`src/rtl/physical_iob_delay_stepper_pkg.sv`:
```
// ============================================================================
// Module  : physical_iob_delay_stepper_pkg
// Brief   : Tap width and stepper state encoding shared by the IDELAY stepper.
// Revision: 1.0 - initial release
// ============================================================================
`default_nettype none

package physical_iob_delay_stepper_pkg;

   localparam int IDELAY_TAB_WIDTH = 5;

   typedef logic [IDELAY_TAB_WIDTH-1:0] tap_t;

   localparam logic [2:0] DLY_ST_INIT   = 3'd0;
   localparam logic [2:0] DLY_ST_IDLE   = 3'd1;
   localparam logic [2:0] DLY_ST_STEP   = 3'd2;
   localparam logic [2:0] DLY_ST_LOAD   = 3'd3;
   localparam logic [2:0] DLY_ST_SETTLE = 3'd4;
   localparam logic [2:0] DLY_ST_CHECK  = 3'd5;

endpackage

`default_nettype wire

```
`src/rtl/physical_iob_delay_stepper.sv`:
```
// ============================================================================
// Module  : physical_iob_delay_stepper
// Brief   : Converts a requested tap value into glitch-safe IDELAYE2 LD/CE/INC
//           control with settle time and CNTVALUEOUT readback checking.
// Revision: 1.0 - initial release
// ============================================================================
`default_nettype none

module physical_iob_delay_stepper
   import physical_iob_delay_stepper_pkg::*;
#(
   parameter logic [IDELAY_TAB_WIDTH-1:0] INIT_TABS     = 5'd0,
   parameter int                          SETTLE_CYCLES = 8,
   parameter bit                          CHECK_EN      = 1'b1
) (
   input  logic                        i_clk_200,
   input  logic                        local_clk_200_rst,
   input  logic [IDELAY_TAB_WIDTH-1:0] i_target_tabs,
   input  logic                        i_load,
   input  logic                        i_hold,
   input  logic [IDELAY_TAB_WIDTH-1:0] i_idelay_cntvalueout,
   output logic                        o_idelay_ld,
   output logic                        o_idelay_ce,
   output logic                        o_idelay_inc,
   output logic [IDELAY_TAB_WIDTH-1:0] o_idelay_cntvalue,
   output logic [IDELAY_TAB_WIDTH-1:0] o_cur_tabs,
   output logic                        o_busy,
   output logic                        o_step_done,
   output logic                        o_err
);

   localparam logic [7:0] c_settle_load = 8'(SETTLE_CYCLES - 1);

   logic [2:0] r_state;
   logic [2:0] w_state_nxt;
   logic [7:0] r_settle_cnt;
   logic [7:0] w_settle_nxt;
   logic       r_pending_load;
   logic       w_pending_nxt;
   logic       r_step_up;
   logic       w_step_up_nxt;
   tap_t       r_cur_tabs;
   tap_t       w_cur_nxt;
   tap_t       r_cntvalue;
   tap_t       w_cntvalue_nxt;
   logic       r_ld;
   logic       w_ld_nxt;
   logic       r_ce;
   logic       w_ce_nxt;
   logic       r_inc;
   logic       w_inc_nxt;
   logic       r_busy;
   logic       r_step_done;
   logic       w_step_done_nxt;
   logic       r_err;
   logic       w_err_nxt;
   logic       w_load_req;
   logic       w_mismatch;

   assign w_load_req = r_pending_load | i_load;
   assign w_mismatch = CHECK_EN && (r_state == DLY_ST_CHECK) &&
                       (i_idelay_cntvalueout != r_cur_tabs);

   // State register together with the registered datapath and outputs
   always_ff @(posedge i_clk_200 or negedge local_clk_200_rst) begin
      if (!local_clk_200_rst) begin
         r_state        <= DLY_ST_INIT;
         r_settle_cnt   <= 8'd0;
         r_pending_load <= 1'b0;
         r_step_up      <= 1'b0;
         r_cur_tabs     <= INIT_TABS;
         r_cntvalue     <= INIT_TABS;
         r_ld           <= 1'b0;
         r_ce           <= 1'b0;
         r_inc          <= 1'b0;
         r_busy         <= 1'b1;
         r_step_done    <= 1'b0;
         r_err          <= 1'b0;
      end else begin
         r_state        <= w_state_nxt;
         r_settle_cnt   <= w_settle_nxt;
         r_pending_load <= w_pending_nxt;
         r_step_up      <= w_step_up_nxt;
         r_cur_tabs     <= w_cur_nxt;
         r_cntvalue     <= w_cntvalue_nxt;
         r_ld           <= w_ld_nxt;
         r_ce           <= w_ce_nxt;
         r_inc          <= w_inc_nxt;
         r_busy         <= (w_state_nxt != DLY_ST_IDLE);
         r_step_done    <= w_step_done_nxt;
         r_err          <= w_err_nxt;
      end
   end

   always_comb begin
      w_state_nxt = r_state;
      case (r_state)
         DLY_ST_INIT:   w_state_nxt = DLY_ST_SETTLE;
         DLY_ST_IDLE: begin
            if (w_load_req)
               w_state_nxt = DLY_ST_LOAD;
            else if (!i_hold && (i_target_tabs != r_cur_tabs))
               w_state_nxt = DLY_ST_STEP;
         end
         DLY_ST_STEP:   w_state_nxt = DLY_ST_SETTLE;
         DLY_ST_LOAD:   w_state_nxt = DLY_ST_SETTLE;
         DLY_ST_SETTLE: if (r_settle_cnt == 8'd0) w_state_nxt = DLY_ST_CHECK;
         DLY_ST_CHECK:  w_state_nxt = w_mismatch ? DLY_ST_LOAD : DLY_ST_IDLE;
         default:       w_state_nxt = DLY_ST_INIT;
      endcase
   end

   always_comb begin
      w_settle_nxt    = r_settle_cnt;
      w_pending_nxt   = r_pending_load;
      w_step_up_nxt   = r_step_up;
      w_cur_nxt       = r_cur_tabs;
      w_cntvalue_nxt  = r_cntvalue;
      w_ld_nxt        = 1'b0;
      w_ce_nxt        = 1'b0;
      w_inc_nxt       = 1'b0;
      w_step_done_nxt = 1'b0;
      w_err_nxt       = r_err;

      if (r_state != DLY_ST_IDLE && i_load)
         w_pending_nxt = 1'b1;

      // Counter is reloaded whenever SETTLE is freshly entered, so every LD/CE
      // gets the full settle window.
      if (w_state_nxt == DLY_ST_SETTLE && r_state != DLY_ST_SETTLE)
         w_settle_nxt = c_settle_load;
      else if (r_state == DLY_ST_SETTLE && r_settle_cnt != 8'd0)
         w_settle_nxt = r_settle_cnt - 8'd1;

      case (r_state)
         DLY_ST_INIT: begin
            w_ld_nxt       = 1'b1;
            w_cntvalue_nxt = INIT_TABS;
         end
         DLY_ST_IDLE: begin
            if (w_load_req) begin
               w_cntvalue_nxt = i_target_tabs;
               w_cur_nxt      = i_target_tabs;
               w_pending_nxt  = 1'b0;
            end else begin
               w_step_up_nxt  = (i_target_tabs > r_cur_tabs);
            end
         end
         DLY_ST_STEP: begin
            // Direction was latched toward an in-range target, so no wrap occurs
            w_ce_nxt  = 1'b1;
            w_inc_nxt = r_step_up;
            w_cur_nxt = r_step_up ? r_cur_tabs + 5'd1 : r_cur_tabs - 5'd1;
         end
         DLY_ST_LOAD: w_ld_nxt = 1'b1;
         DLY_ST_CHECK: begin
            if (w_mismatch) begin
               w_err_nxt      = 1'b1;
               w_cntvalue_nxt = r_cur_tabs;
            end else begin
               w_step_done_nxt = 1'b1;
            end
         end
         default: ;
      endcase
   end

   assign o_idelay_ld       = r_ld;
   assign o_idelay_ce       = r_ce;
   assign o_idelay_inc      = r_inc;
   assign o_idelay_cntvalue = r_cntvalue;
   assign o_cur_tabs        = r_cur_tabs;
   assign o_busy            = r_busy;
   assign o_step_done       = r_step_done;
   assign o_err             = r_err;

endmodule

`default_nettype wire

```
`config.mk`:
```
export PLATFORM = sky130hd
export DESIGN_NAME = physical_iob_delay_stepper
export DESIGN_NICKNAME = d
export VERILOG_FILES = /design/src/rtl/physical_iob_delay_stepper_pkg.sv /design/src/rtl/physical_iob_delay_stepper.sv
export SDC_FILE = /design/constraint.sdc
export NUM_CORES = 1
export LEC_CHECK = 0
export CORE_MARGIN = 10
export CORE_UTILIZATION = 56
export CTS_BUF_LIST = sky130_fd_sc_hd__clkbuf_8 sky130_fd_sc_hd__clkbuf_16
export CTS_CLUSTER_DIAMETER = 100
export DETAILED_ROUTE_END_ITERATION = 12
export PLACE_DENSITY = 0.91
export SLEW_MARGIN = 20
export SYNTH_ARGS = -nofsm -noshare
export SYNTH_HDL_FRONTEND = slang
export SYNTH_SLANG_ARGS = --single-unit
```
`constraint.sdc`:
```
create_clock -name i_clk_200 -period 6.12 [get_ports i_clk_200]
set_input_delay 1.53 -clock i_clk_200 [delete_from_list [all_inputs] [get_ports i_clk_200]]
set_output_delay 1.53 -clock i_clk_200 [all_outputs]
set_load 0.03 [all_outputs]
```
==> results.py <==
metrics = {
    "status": {
        "outcome": "completed",
    },
    "yosys": {
        "yosys.area.top_type_share": 0.423,
        "yosysWarnings": 0,
        "synth_seq_cells": 29,
        "synthesis.nets": 194,
        "async_reset_ff_frac": 1.00,
        "ys_top_cells_by_area": "dfrtp_1 (42%), ha_1 (6.8%), mux2i_1 (6.0%)",
        "synth_area_sq_um": 1660,
        "synth_edf_count": 0,
        "seq_area_frac_synth": 0.439,
        "syn_avg_cell_area_sq_um": 9.74,
        "synthDistinctLibCells": 37,
        "ys.flop_type": "dfrtp_1",
        "synthCells": 170,
        "synth_most_common_cell": "dfrtp_1",
        "ys_top_cells_by_count": "dfrtp_1 (28), nor2_1 (20), nand2_1 (13)",
        "synth.largest_area_cell": "dfrtp_1",
    },
    "placement": {
        "dp.cells": 227,
        "place.gp.congestion": 0.873,
        "dp_hpwl_um": 2920,
        "port_buffers": 29,
    },
    "timing": {
        "final_hold_viol_count": 0,
        "tns_ns": 0,
        "period_needed_ns": 3.13,
        "rsz0062_at_grt": "false",
        "finalCritPeriodShare": 0.511,
        "fin_skew_ns": 0.00650,
        "worstMarginPinSlew_ns": 0.901,
        "slew_viol_final": 0,
        "setup_viol": 0,
        "max_slew_margin": 0.398,
        "fmax_mhz": 320,
    },
    "clocking": {
        "cts.sinks": 29,
        "clk_path_buf_depth": 2,
        "post-cts-setup-buffers": 0,
        "cts-root-buf": "clkbuf_8",
        "post_cts_resized": 0,
        "htree_levels": 2,
        "insertion_delay_ns": 0.28,
        "numCtsBuffers": 5,
        "hold_buffers": 0,
        "cts_tree": "built",
        "clk_pin_slew_ns": 0.06,
    },
    "finish": {
        "diodes": 0,
        "drive_above_1_share": 0.0784,
        "nets": 227,
        "fin_util": 0.742,
        "seq_area_sq_um": 727,
        "fin_cells": 235,
        "multi_input_area_sq_um": 870,
        "areaGrowthSynthToFinish_pct": 24.6,
        "nFillCells": 218,
    },
    "detailed_routing": {
        "vias_per_cell": 5.87,
        "drt-initial-drc-count": 91,
        "drt_wl_total_um": 3910,
        "antenna_left": 0,
        "wl_per_cell_um": 16.6,
        "drc": 0,
        "vias": 1379,
        "firstDrtPassIters": 4,
    },
    "worst_setup_path": {
        "cp-start-kind": "input port",
        "critPathKind": "in -> reg",
        "crit_arrival_ns": 3.29,
        "end_kind": "flop",
        "worst-path-max-fanout": 5,
        "cp.required_ns": 6.28,
    },
    "power": {
        "p_total_mw": 1.01,
        "ir_worst_vdd_mv": 0.393,
        "p_per_area_nw_per_um2": 489,
        "p_leak_nw": 0.949,
    },
    "grt": {
        "grt-busiest-layer": "met2",
        "grt.met3_usage": 0.0678,
        "grt_max_degree": 30,
        "met2_usage": 0.261,
        "antenna_found_initial": 0,
        "grt_use_met1": 0.160,
        "grt_pass1_wl_um": 6570,
        "grt_use_total": 0.152,
        "gr-total-overflow": 0,
        "grt_pass1_vias": 1427,
    },
    "floorplan": {
        "fp.dieH_um": 74.4,
        "dieArea_sq_um": 5530,
        "start_util": 0.596,
        "core-area_sq_um": 2780,
        "rows": 19,
        "die_x_um": 74.4,
        "num_io_pins": 30,
    },
    "job": {
        "cap_viol_max_count": 0,
    },
    "min_path": {
        "hp-class": "reg -> reg",
    },
}
-- cell families after synthesis --
kind of cell / share of synthesized area
adders and majority gates: 0.0801
xor gates and xnor gates: 0.0423
and+or+nand+nor: 0.190
AOI/OAI and AO/OA: 0.118
buffers and inverters: 0.0363
muxes: 0.0944
DFF: 0.439
-- through the flow --
stage	area, sq um	hold slack [ns]	setup slack [ns]
after floorplan	1660	0.475	3.38
after global placement	1970	0.482	2.76
after global routing	2060	0.522	2.84
after CTS	2060	0.505	2.99
final	2060	0.506	2.99
after detailed placement	1970	0.493	2.69
-- where the power goes --
part           switching, mW  leakage (nW)  internal (mW)
clock                 0.0711        0.0538         0.0881
sequential            0.0871         0.363          0.255
combinational          0.276         0.532          0.232
total                  0.434         0.949          0.576
-- state kept, by name, indices dropped and copies added (netlist names) --
| signal | count |
|---|---|
| o_busy | 1 |
| o_cur_tabs | 5 |
| o_err | 1 |
| o_idelay_ce | 1 |
| o_idelay_cntvalue | 5 |
| o_idelay_inc | 1 |
| o_idelay_ld | 1 |
| o_step_done | 1 |
| r_pending_load | 1 |
| r_settle_cnt | 8 |
| r_state | 3 |
| r_step_up | 1 |
-- placed cells by master, fill, tap and decap left out, types with 3 or more instances in the layout --
master,n
nor2_1,20
a21o_1,4
nor4_1,3
inv_1,13
nor2b_1,4
o21ai_0,7
clkdlybuf4s50_1,29
or3_1,4
nand3_1,3
ha_1,9
dfrtp_1,28
nand2_1,13
xor2_1,3
a21oi_1,10
clkbuf_8,6
mux2_2,5
mux2i_1,10
nor3_1,5
xnor2_1,5
-- path summary, 6_finish.rpt --
check                                         from                    to  slack, ns  depth (start not counted)
min in group asynchronous        local_clk_200_rst       r_settle_cnt[5]       1.63                          2
hold / removal                o_idelay_cntvalue[0]  o_idelay_cntvalue[0]       0.51                          1
max in group asynchronous        local_clk_200_rst                o_busy       4.18                          2
hold reg to reg               o_idelay_cntvalue[0]  o_idelay_cntvalue[0]       0.51                          1
setup / recovery           i_idelay_cntvalueout[4]  o_idelay_cntvalue[1]       2.99                          6
setup reg to reg                        r_state[2]       r_settle_cnt[6]       3.71                          5
-- area by class of cell --
type / count / area share
Multi-Input combinational cell: 126 / 0.421
Sequential cell: 29 / 0.352
Timing Repair Buffer: 30 / 0.144
Clock buffer: 6 / 0.0400
Inverter: 11 / 0.0200
Tap cell: 31 / 0.0188
Clock inverter: 2 / 0.00364
-- metal layers --
layer | vias to the layer above | part of all wire
li1 | 654 | -
met1 | 679 | 0.40
met2 | 36 | 0.51
met3 | 10 | 0.073
met4 | 0 | 0.021
met5 | - | 0
-- worst max-delay path, cell delays in order --
cell             delay [ns]
clkdlybuf4s50_1        0.47
xnor2_1                0.12
nand3_1                0.13
nor3_1                 0.37
a211o_1                0.30
mux2_2                 0.37
(Power assumes the default switching activity.)
